$ cat config.mk
export PLATFORM = sky130hd
export DESIGN_NAME = i2c_mem_arbiter
export DESIGN_NICKNAME = d
export VERILOG_FILES = /design/src/rtl/i2c_mem_arb_pkg.sv /design/src/rtl/rr_arbiter.sv /design/src/rtl/i2c_mem_arbiter.sv
export SDC_FILE = /design/constraint.sdc
export NUM_CORES = 1
export LEC_CHECK = 0
export CAP_MARGIN = 30
export CORE_ASPECT_RATIO = 0.7
export CORE_MARGIN = 4
export CORE_UTILIZATION = 45
export CTS_CLUSTER_SIZE = 12
export DETAILED_ROUTE_END_ITERATION = 16
export GPL_TIMING_DRIVEN = 0
export PLACE_DENSITY_LB_ADDON = 0.3
export SYNTH_ARGS = -nofsm -noshare
export SYNTH_HDL_FRONTEND = slang
export SYNTH_SLANG_ARGS = --single-unit
$ cat constraint.sdc
create_clock -name clk -period 2.71 [get_ports clk]
set_input_delay 0.542 -clock clk [delete_from_list [all_inputs] [get_ports clk]]
set_output_delay 0.542 -clock clk [all_outputs]
set_load 0.1 [all_outputs]
$ cat src/rtl/i2c_mem_arb_pkg.sv
// Shared types and constants for the I2C memory arbiter.
// Optional NACK retry in the top is enabled by defining RETRY_ON_NACK_EN.
package i2c_mem_arb_pkg;

  typedef enum logic [3:0] {
    StIdle, StSrst, StSrel, StSt1, StSt0, StAddr, StRw, StAck,
    StGap, StData, StAck2, StSp0, StSp1, StWaitd, StResp
  } state_e;

  localparam logic RW_WRITE = 1'b1;
  localparam logic RW_READ  = 1'b0;

  localparam int unsigned DEFAULT_ADDR_WIDTH = 7;
  localparam int unsigned DEFAULT_DATA_WIDTH = 8;
  localparam int unsigned GAP_CYCLES         = 2;

  // Bits serialised on the wire, independent of the parameterised widths.
  localparam logic [2:0] ADDR_LAST_BIT = 3'd6;
  localparam logic [2:0] DATA_LAST_BIT = 3'd7;

endpackage

$ cat src/rtl/rr_arbiter.sv
// Round-robin requester select starting at a registered pointer; the pointer
// moves past the winner on the cycle the grant is taken.
module rr_arbiter #(
  parameter int unsigned NUM_REQ = 4
) (
  input  logic                       clk,
  input  logic                       reset_n,
  input  logic [NUM_REQ-1:0]         req,
  input  logic                       update,
  output logic                       any_req,
  output logic [$clog2(NUM_REQ)-1:0] grant_id
);
  localparam int unsigned IdW = $clog2(NUM_REQ);

  logic [IdW-1:0] ptr_q;
  int unsigned    idx;

  always_comb begin
    any_req  = 1'b0;
    grant_id = '0;
    idx      = 0;
    for (int unsigned j = 0; j < NUM_REQ; j++) begin
      idx = (32'(ptr_q) + j) % NUM_REQ;
      if (!any_req && req[idx]) begin
        any_req  = 1'b1;
        grant_id = IdW'(idx);
      end
    end
  end

  always_ff @(posedge clk) begin
    if (!reset_n) begin
      ptr_q <= '0;
    end else if (update) begin
      ptr_q <= (32'(grant_id) == NUM_REQ - 1) ? '0 : grant_id + 1'b1;
    end
  end

endmodule

$ cat src/rtl/i2c_mem_arbiter.sv
// Arbitrates NUM_REQ clients onto the I2C-style memory slave and serialises one command at a time.
// Define RETRY_ON_NACK_EN to restart a NACKed command up to MAX_RETRY times before reporting error.
module i2c_mem_arbiter
  import i2c_mem_arb_pkg::*;
#(
  parameter int unsigned NUM_REQ    = 4,
  parameter int unsigned ADDR_WIDTH = DEFAULT_ADDR_WIDTH,
  parameter int unsigned DATA_WIDTH = DEFAULT_DATA_WIDTH,
  parameter int unsigned TIMEOUT    = 16,
  parameter int unsigned MAX_RETRY  = 2
) (
  input  logic                          clk,
  input  logic                          reset_n,
  input  logic [NUM_REQ-1:0]            req,
  input  logic [NUM_REQ-1:0]            req_we,
  input  logic [NUM_REQ*ADDR_WIDTH-1:0] req_addr,
  input  logic [NUM_REQ*DATA_WIDTH-1:0] req_wdata,
  output logic [NUM_REQ-1:0]            gnt,
  output logic                          rsp_valid,
  output logic                          rsp_err,
  output logic [$clog2(NUM_REQ)-1:0]    rsp_id,
  output logic [DATA_WIDTH-1:0]         rsp_rdata,
  output logic                          SCL,
  output logic                          SDA_OUT,
  output logic                          slv_reset_n,
  input  logic                          ack_n,
  input  logic                          mem_done,
  input  logic [DATA_WIDTH-1:0]         mem_data_out
);
  localparam int unsigned IdW    = $clog2(NUM_REQ);
  localparam int unsigned WaitW  = $clog2(TIMEOUT + 1);
  localparam int unsigned RetryW = $clog2(MAX_RETRY + 2);

  state_e                  state_q;
  logic [2:0]              bit_cnt;
  logic [WaitW-1:0]        wait_cnt;
  logic [RetryW-1:0]       retry_cnt;
  logic [IdW-1:0]          id_q;
  logic                    we_q, err_q;
  logic [ADDR_WIDTH-1:0]   addr_q, addr_sh;
  logic [DATA_WIDTH-1:0]   wdata_q, wdata_sh;
  logic                    any_req, retry_en;
  logic [IdW-1:0]          grant_id;

`ifdef RETRY_ON_NACK_EN
  assign retry_en = 1'b1;
`else
  assign retry_en = 1'b0;
`endif

  rr_arbiter #(
    .NUM_REQ (NUM_REQ)
  ) u_rr_arbiter (
    .clk      (clk),
    .reset_n  (reset_n),
    .req      (req),
    .update   (state_q == StIdle && any_req),
    .any_req  (any_req),
    .grant_id (grant_id)
  );

  always_ff @(posedge clk) begin
    if (!reset_n) begin
      state_q     <= StIdle;
      gnt         <= '0;
      rsp_valid   <= 1'b0;
      rsp_err     <= 1'b0;
      rsp_id      <= '0;
      rsp_rdata   <= '0;
      SCL         <= 1'b1;
      SDA_OUT     <= 1'b1;
      slv_reset_n <= 1'b1;
      bit_cnt     <= '0;
      wait_cnt    <= '0;
      retry_cnt   <= '0;
      id_q        <= '0;
      we_q        <= 1'b0;
      err_q       <= 1'b0;
      addr_q      <= '0;
      addr_sh     <= '0;
      wdata_q     <= '0;
      wdata_sh    <= '0;
    end else begin
      rsp_valid <= 1'b0;
      unique case (state_q)
        StIdle: if (any_req) begin
          id_q        <= grant_id;
          we_q        <= req_we[grant_id];
          addr_q      <= req_addr[grant_id*ADDR_WIDTH +: ADDR_WIDTH];
          wdata_q     <= req_wdata[grant_id*DATA_WIDTH +: DATA_WIDTH];
          gnt         <= NUM_REQ'(1) << grant_id;
          retry_cnt   <= '0;
          err_q       <= 1'b0;
          slv_reset_n <= 1'b0;
          state_q     <= StSrst;
        end
        StSrst: begin
          slv_reset_n <= 1'b1;
          state_q     <= StSrel;
        end
        StSrel: begin
          SCL     <= 1'b1;
          SDA_OUT <= 1'b1;
          state_q <= StSt1;
        end
        StSt1: begin
          SDA_OUT  <= 1'b0;
          addr_sh  <= addr_q;
          wdata_sh <= wdata_q;
          state_q  <= StSt0;
        end
        StSt0: begin
          SCL     <= 1'b0;
          SDA_OUT <= addr_sh[0];
          addr_sh <= addr_sh >> 1;
          bit_cnt <= '0;
          state_q <= StAddr;
        end
        StAddr: if (bit_cnt == ADDR_LAST_BIT) begin
          SDA_OUT <= we_q;
          state_q <= StRw;
        end else begin
          SDA_OUT <= addr_sh[0];
          addr_sh <= addr_sh >> 1;
          bit_cnt <= bit_cnt + 1'b1;
        end
        StRw: begin
          SDA_OUT <= 1'b1;  // release for the slave ACK
          state_q <= StAck;
        end
        StAck: if (!ack_n && we_q == RW_WRITE) begin
          bit_cnt <= '0;
          state_q <= StGap;
        end else begin
          err_q   <= ack_n;
          SCL     <= 1'b1;
          SDA_OUT <= 1'b0;
          state_q <= StSp0;
        end
        StGap: if (bit_cnt == 3'(GAP_CYCLES - 1)) begin
          SDA_OUT  <= wdata_sh[0];
          wdata_sh <= wdata_sh >> 1;
          bit_cnt  <= '0;
          state_q  <= StData;
        end else begin
          bit_cnt <= bit_cnt + 1'b1;
        end
        StData: if (bit_cnt == DATA_LAST_BIT) begin
          SDA_OUT <= 1'b1;
          state_q <= StAck2;
        end else begin
          SDA_OUT  <= wdata_sh[0];
          wdata_sh <= wdata_sh >> 1;
          bit_cnt  <= bit_cnt + 1'b1;
        end
        StAck2: begin
          err_q   <= ack_n;
          SCL     <= 1'b1;
          SDA_OUT <= 1'b0;
          state_q <= StSp0;
        end
        StSp0: begin
          SDA_OUT <= 1'b1;
          state_q <= StSp1;
        end
        StSp1: if (err_q && retry_en && 32'(retry_cnt) < MAX_RETRY) begin
          retry_cnt   <= retry_cnt + 1'b1;
          err_q       <= 1'b0;
          slv_reset_n <= 1'b0;
          state_q     <= StSrst;
        end else if (!err_q && we_q == RW_READ) begin
          wait_cnt <= '0;
          state_q  <= StWaitd;
        end else begin
          rsp_valid <= 1'b1;
          rsp_err   <= err_q;
          rsp_id    <= id_q;
          rsp_rdata <= '0;
          state_q   <= StResp;
        end
        StWaitd: if (mem_done || 32'(wait_cnt) == TIMEOUT) begin
          rsp_valid <= 1'b1;
          rsp_err   <= !mem_done;
          rsp_id    <= id_q;
          rsp_rdata <= mem_done ? mem_data_out : '0;
          state_q   <= StResp;
        end else begin
          wait_cnt <= wait_cnt + 1'b1;
        end
        StResp: begin
          gnt       <= '0;
          rsp_err   <= 1'b0;
          rsp_rdata <= '0;
          state_q   <= StIdle;
        end
        default: state_q <= StIdle;
      endcase
    end
  end

endmodule

==> results of run 1 <==
[state kept, by name, summed over array words and instances, names as in the netlist]
signal              cells
bit_cnt                 3
wait_cnt                5
rsp_err                 1
wdata_sh                8
id_q                    2
rsp_valid               1
gnt                     4
SCL                     1
wdata_q                 8
rsp_id                  2
addr_q                  7
err_q                   1
slv_reset_n             1
state_q                 4
u_rr_arbiter.ptr_q      2
we_q                    1
SDA_OUT                 1
rsp_rdata               8
addr_sh                 7
[worst max-delay path: stages]
cell                              delay [ps]
sky130_fd_sc_hd__clkdlybuf4s50_1         540
sky130_fd_sc_hd__nor4_2                  640
sky130_fd_sc_hd__and2b_1                 300
sky130_fd_sc_hd__nand3_1                 280
sky130_fd_sc_hd__buf_2                   290
sky130_fd_sc_hd__o22ai_1                 120
[kinds of logic after synthesis]
logic type / Yosys count / synth area share, %
buffers and inverters: 44 / 5.52
adders and majority gates: 7 / 2.40
muxes: 39 / 10.9
and+or+nand+nor: 128 / 18.3
xor gates and xnor gates: 4 / 0.961
AOI/OAI and AO/OA: 139 / 25.2
DFF: 67 / 36.8
[power by group]
group	leakage (uW)	switching, uW	internal [uW]	total (uW)
logic	0.00122	547	395	942
clock network	0.000151	421	807	1230
registers	0.000547	66.8	1100	1160
[per-stage QoR]
step | setup slack [ps] | cell area (um^2) | power (uW)
after floorplan | 761 | 3650 | 1800
after global placement | -94.5 | 4750 | 2090
after detailed placement | -138 | 4750 | 2110
after CTS | 212 | 5060 | 3340
after global routing | 56.3 | 5060 | 3490
final | 199 | 5060 | 3330
[layout by cell type (no fill, tap or decap), types with 7 or more instances in the layout]
| cell type | count |
|---|---|
| sky130_fd_sc_hd__ha_1 | 7 |
| sky130_fd_sc_hd__o21ai_0 | 30 |
| sky130_fd_sc_hd__o22ai_1 | 17 |
| sky130_fd_sc_hd__inv_1 | 10 |
| sky130_fd_sc_hd__a21oi_1 | 27 |
| sky130_fd_sc_hd__nand2_1 | 26 |
| sky130_fd_sc_hd__a22oi_1 | 8 |
| sky130_fd_sc_hd__a221oi_1 | 17 |
| sky130_fd_sc_hd__nand2b_1 | 7 |
| sky130_fd_sc_hd__nand3_1 | 12 |
| sky130_fd_sc_hd__a211oi_1 | 11 |
| sky130_fd_sc_hd__clkdlybuf4s50_1 | 98 |
| sky130_fd_sc_hd__clkbuf_16 | 9 |
| sky130_fd_sc_hd__dfxtp_1 | 67 |
| sky130_fd_sc_hd__mux2i_1 | 33 |
| sky130_fd_sc_hd__nor2_1 | 46 |
| sky130_fd_sc_hd__buf_2 | 17 |
| sky130_fd_sc_hd__clkbuf_1 | 16 |
[routing by layer]
metal | up-vias | share of wire, % | GRT usage (%)
li1 | 1802 | - | -
met1 | 1686 | 48 | 31.4
met2 | 153 | 42 | 31.7
met3 | 12 | 8.3 | 7.06
met4 | 0 | 1.1 | 6.82
met5 | - | 0 | 0
[final timing paths]
path / depth (start not counted) / endpoint / from
min reg2reg: 2 / rsp_err / rsp_err
max: 6 / addr_q[3] / req[0]
max reg2reg: 7 / rsp_err / wait_cnt[0]
min: 2 / rsp_err / rsp_err
[layout make-up]
cell class	instances	area, um^2	share of cell area [%]
Buffer	33	160	3.16
Clock buffer	12	236	4.67
Clock inverter	4	73.8	1.46
Inverter	11	41.3	0.815
Multi-Input combinational cell	317	2100	41.5
Sequential cell	67	1340	26.5
Tap cell	101	126	2.50
Timing Repair Buffer	98	981	19.4
==> report_table.html, run 1 <==
<table>
<tr><th>Metric</th><th>Value</th></tr>
<tr><th colspan="2">Outcome</th></tr>
<tr><td>Result of the run</td><td>completed</td></tr>
<tr><th colspan="2">Worst setup path</th></tr>
<tr><td>Worst-path maximum fanout</td><td>10</td></tr>
<tr><td>Worst Setup Start Kind</td><td>input port</td></tr>
<tr><td>WP data required</td><td>2910 ps</td></tr>
<tr><td>Data arrival at the endpoint of the critical path</td><td>2710 ps</td></tr>
<tr><td>Reg2reg setup slack</td><td>a little under 600 ps</td></tr>
<tr><td>Critical setup path kind</td><td>in2reg</td></tr>
<tr><td>Endpoint type of the worst setup path</td><td>register</td></tr>
<tr><th colspan="2">Placed design</th></tr>
<tr><td>GP Congestion</td><td>0.966</td></tr>
<tr><td>Number of buffer cells added on primary ports</td><td>between 90 and 100</td></tr>
<tr><td>Post-Place Cells</td><td>roughly 630</td></tr>
<tr><td>Detail Placement HPWL</td><td>8090 um</td></tr>
<tr><th colspan="2">Finish</th></tr>
<tr><td>Number of diodes</td><td>0</td></tr>
<tr><td>Post-layout nets</td><td>624</td></tr>
<tr><td>Relative area change from synthesis to final layout</td><td>38.9%</td></tr>
<tr><td>Fill count</td><td>658</td></tr>
<tr><td>Ratio of cells with drive above 1 in the final layout</td><td>under 10%</td></tr>
<tr><td>Final core area utilization</td><td>64.3%</td></tr>
<tr><td>Final cell count without fillers</td><td>643</td></tr>
<tr><th colspan="2">Clock tree</th></tr>
<tr><td>Clock-pin slew on the worst setup and hold paths</td><td>50 ps</td></tr>
<tr><td>Maximum clock insertion buffer count</td><td>2</td></tr>
<tr><td>Post-cts repair resize count</td><td>0</td></tr>
<tr><td>Root buffer cell</td><td>sky130_fd_sc_hd__clkbuf_16</td></tr>
<tr><td>Latest clock arrival within the worst-skew pair</td><td>330 ps</td></tr>
<tr><td>Clock tree from TritonCTS</td><td>built</td></tr>
<tr><td>Sinks on Clock Net</td><td>67</td></tr>
<tr><td>CTS H-tree depth</td><td>3</td></tr>
<tr><td>Number of buffers added by the clock tree synthesis step</td><td>9</td></tr>
<tr><td>Hold_buf cts</td><td>0</td></tr>
<tr><td>Post-CTS setup repair buffer count</td><td>0</td></tr>
<tr><th colspan="2">Global route</th></tr>
<tr><td>Largest net degree at the start of global routing</td><td>12</td></tr>
<tr><td>Vias in the first global route</td><td>between 3k and 4k</td></tr>
<tr><td>Initial antenna violation count</td><td>0</td></tr>
<tr><td>Total routing resource utilization after global routing</td><td>22.1%</td></tr>
<tr><td>Global-route wire length before repair</td><td>17100 um</td></tr>
<tr><td>Remaining Overflow, GRT</td><td>0</td></tr>
<tr><th colspan="2">Timing</th></tr>
<tr><td>Setup TNS</td><td>0 ps</td></tr>
<tr><td>Unrepaired setup endpoints after global routing</td><td>false</td></tr>
<tr><td>Final hold slack</td><td>447 ps</td></tr>
<tr><td>Transition time at the pin with the least slew margin</td><td>around 1000 ps</td></tr>
<tr><td>Final Hold Violating Endpoints</td><td>0</td></tr>
<tr><td>Max_slew headroom</td><td>34.6%</td></tr>
<tr><td>Count of endpoints failing setup in the final report</td><td>0</td></tr>
<tr><td>Fraction of the cycle the final worst path needs</td><td>92.7%</td></tr>
<tr><td>Post-Route Skew</td><td>roughly 4.0 ps</td></tr>
<tr><td>Final Max Slew Viols</td><td>0</td></tr>
<tr><td>Maximum frequency from static timing analysis</td><td>398 MHz</td></tr>
<tr><td>Time the final worst path needs with I/O delays and setup</td><td>2510 ps</td></tr>
<tr><th colspan="2">Yosys</th></tr>
<tr><td>Cell with the most instances after synthesis</td><td>sky130_fd_sc_hd__dfxtp_1</td></tr>
<tr><td>Count of flip-flops with a built-in enable after synthesis</td><td>0</td></tr>
<tr><td>Leading area contributor after synthesis</td><td>sky130_fd_sc_hd__dfxtp_1</td></tr>
<tr><td>Syn Std Cell Area</td><td>3650 um^2</td></tr>
<tr><td>Post-synthesis async set-or-reset flop share</td><td>0%</td></tr>
<tr><td>Portion of the post-synthesis area used by sequential elements</td><td>36.8%</td></tr>
<tr><td>Area share of the largest cell type after synthesis</td><td>36.8%</td></tr>
<tr><td>Synth Register Bits</td><td>67</td></tr>
<tr><td>Most used standard cells in the synthesized netlist</td><td>67 x sky130_fd_sc_hd__dfxtp_1, 46 x sky130_fd_sc_hd__nor2_1, 33 x sky130_fd_sc_hd__mux2i_1, 30 x sky130_fd_sc_hd__o21ai_0, 27 x sky130_fd_sc_hd__a21oi_1</td></tr>
<tr><td>Dominant cells by area after synthesis</td><td>sky130_fd_sc_hd__dfxtp_1 37%, sky130_fd_sc_hd__mux2i_1 9.1%, sky130_fd_sc_hd__nor2_1 4.7%</td></tr>
<tr><td>Distinct cell type count of the synthesized netlist</td><td>58</td></tr>
<tr><td>Average footprint of a synthesized cell</td><td>8.52 um^2</td></tr>
<tr><td>Ys flop type</td><td>sky130_fd_sc_hd__dfxtp_1</td></tr>
<tr><td>Synthesized instance count</td><td>428</td></tr>
<tr><td>Count of warnings emitted by yosys</td><td>0</td></tr>
<tr><td>Mapped Nets</td><td>515</td></tr>
<tr><th colspan="2">Routing</th></tr>
<tr><td>Average vias per placed instance</td><td>5.68</td></tr>
<tr><td>Number of routed nets with antenna violations</td><td>0</td></tr>
<tr><td>Routed WL</td><td>10600 um</td></tr>
<tr><td>Detailed Route Iter0 Violations</td><td>366</td></tr>
<tr><td>First drt pass iteration count</td><td>5</td></tr>
<tr><td>DR DRC count</td><td>0</td></tr>
<tr><td>Number of vias in the routed layout</td><td>3653</td></tr>
<tr><td>Routed wirelength normalized by instance count</td><td>16.5 um</td></tr>
<tr><th colspan="2">Job</th></tr>
<tr><td>Max-Cap Viols</td><td>0</td></tr>
<tr><th colspan="2">Die</th></tr>
<tr><td>Ports</td><td>between 90 and 100</td></tr>
<tr><td>Number of placement rows</td><td>27</td></tr>
<tr><td>Die ar.</td><td>9630 um^2</td></tr>
<tr><td>Total core area</td><td>slightly below 8000 um^2</td></tr>
<tr><td>Starting density of the core</td><td>46.3%</td></tr>
<tr><td>Vertical extent of the die</td><td>83.3 um</td></tr>
<tr><td>Die width</td><td>between 100 and 150 um</td></tr>
<tr><th colspan="2">Power</th></tr>
<tr><td>Power per cell area</td><td>around 660 nW/um^2</td></tr>
<tr><td>Leakage power of the design</td><td>between 0.0015 and 0.002 uW</td></tr>
<tr><td>Maximum vdd drop</td><td>0.574 mV</td></tr>
<tr><th colspan="2">Min path</th></tr>
<tr><td>Type of the most critical hold path</td><td>reg2reg</td></tr>
</table>
(Power assumes the default switching activity.)
==> run 2, diff against run 1 <==
--- a/config.mk
+++ b/config.mk
@@ -12,7 +12,9 @@
 export CTS_CLUSTER_SIZE = 12
 export DETAILED_ROUTE_END_ITERATION = 16
 export GPL_TIMING_DRIVEN = 0
+export HOLD_SLACK_MARGIN = 0.03
 export PLACE_DENSITY_LB_ADDON = 0.3
+export SLEW_MARGIN = 15
 export SYNTH_ARGS = -nofsm -noshare
 export SYNTH_HDL_FRONTEND = slang
 export SYNTH_SLANG_ARGS = --single-unit
==> results of run 2 <==
The final DEF is identical to that of run 1; final timing and power are the same.
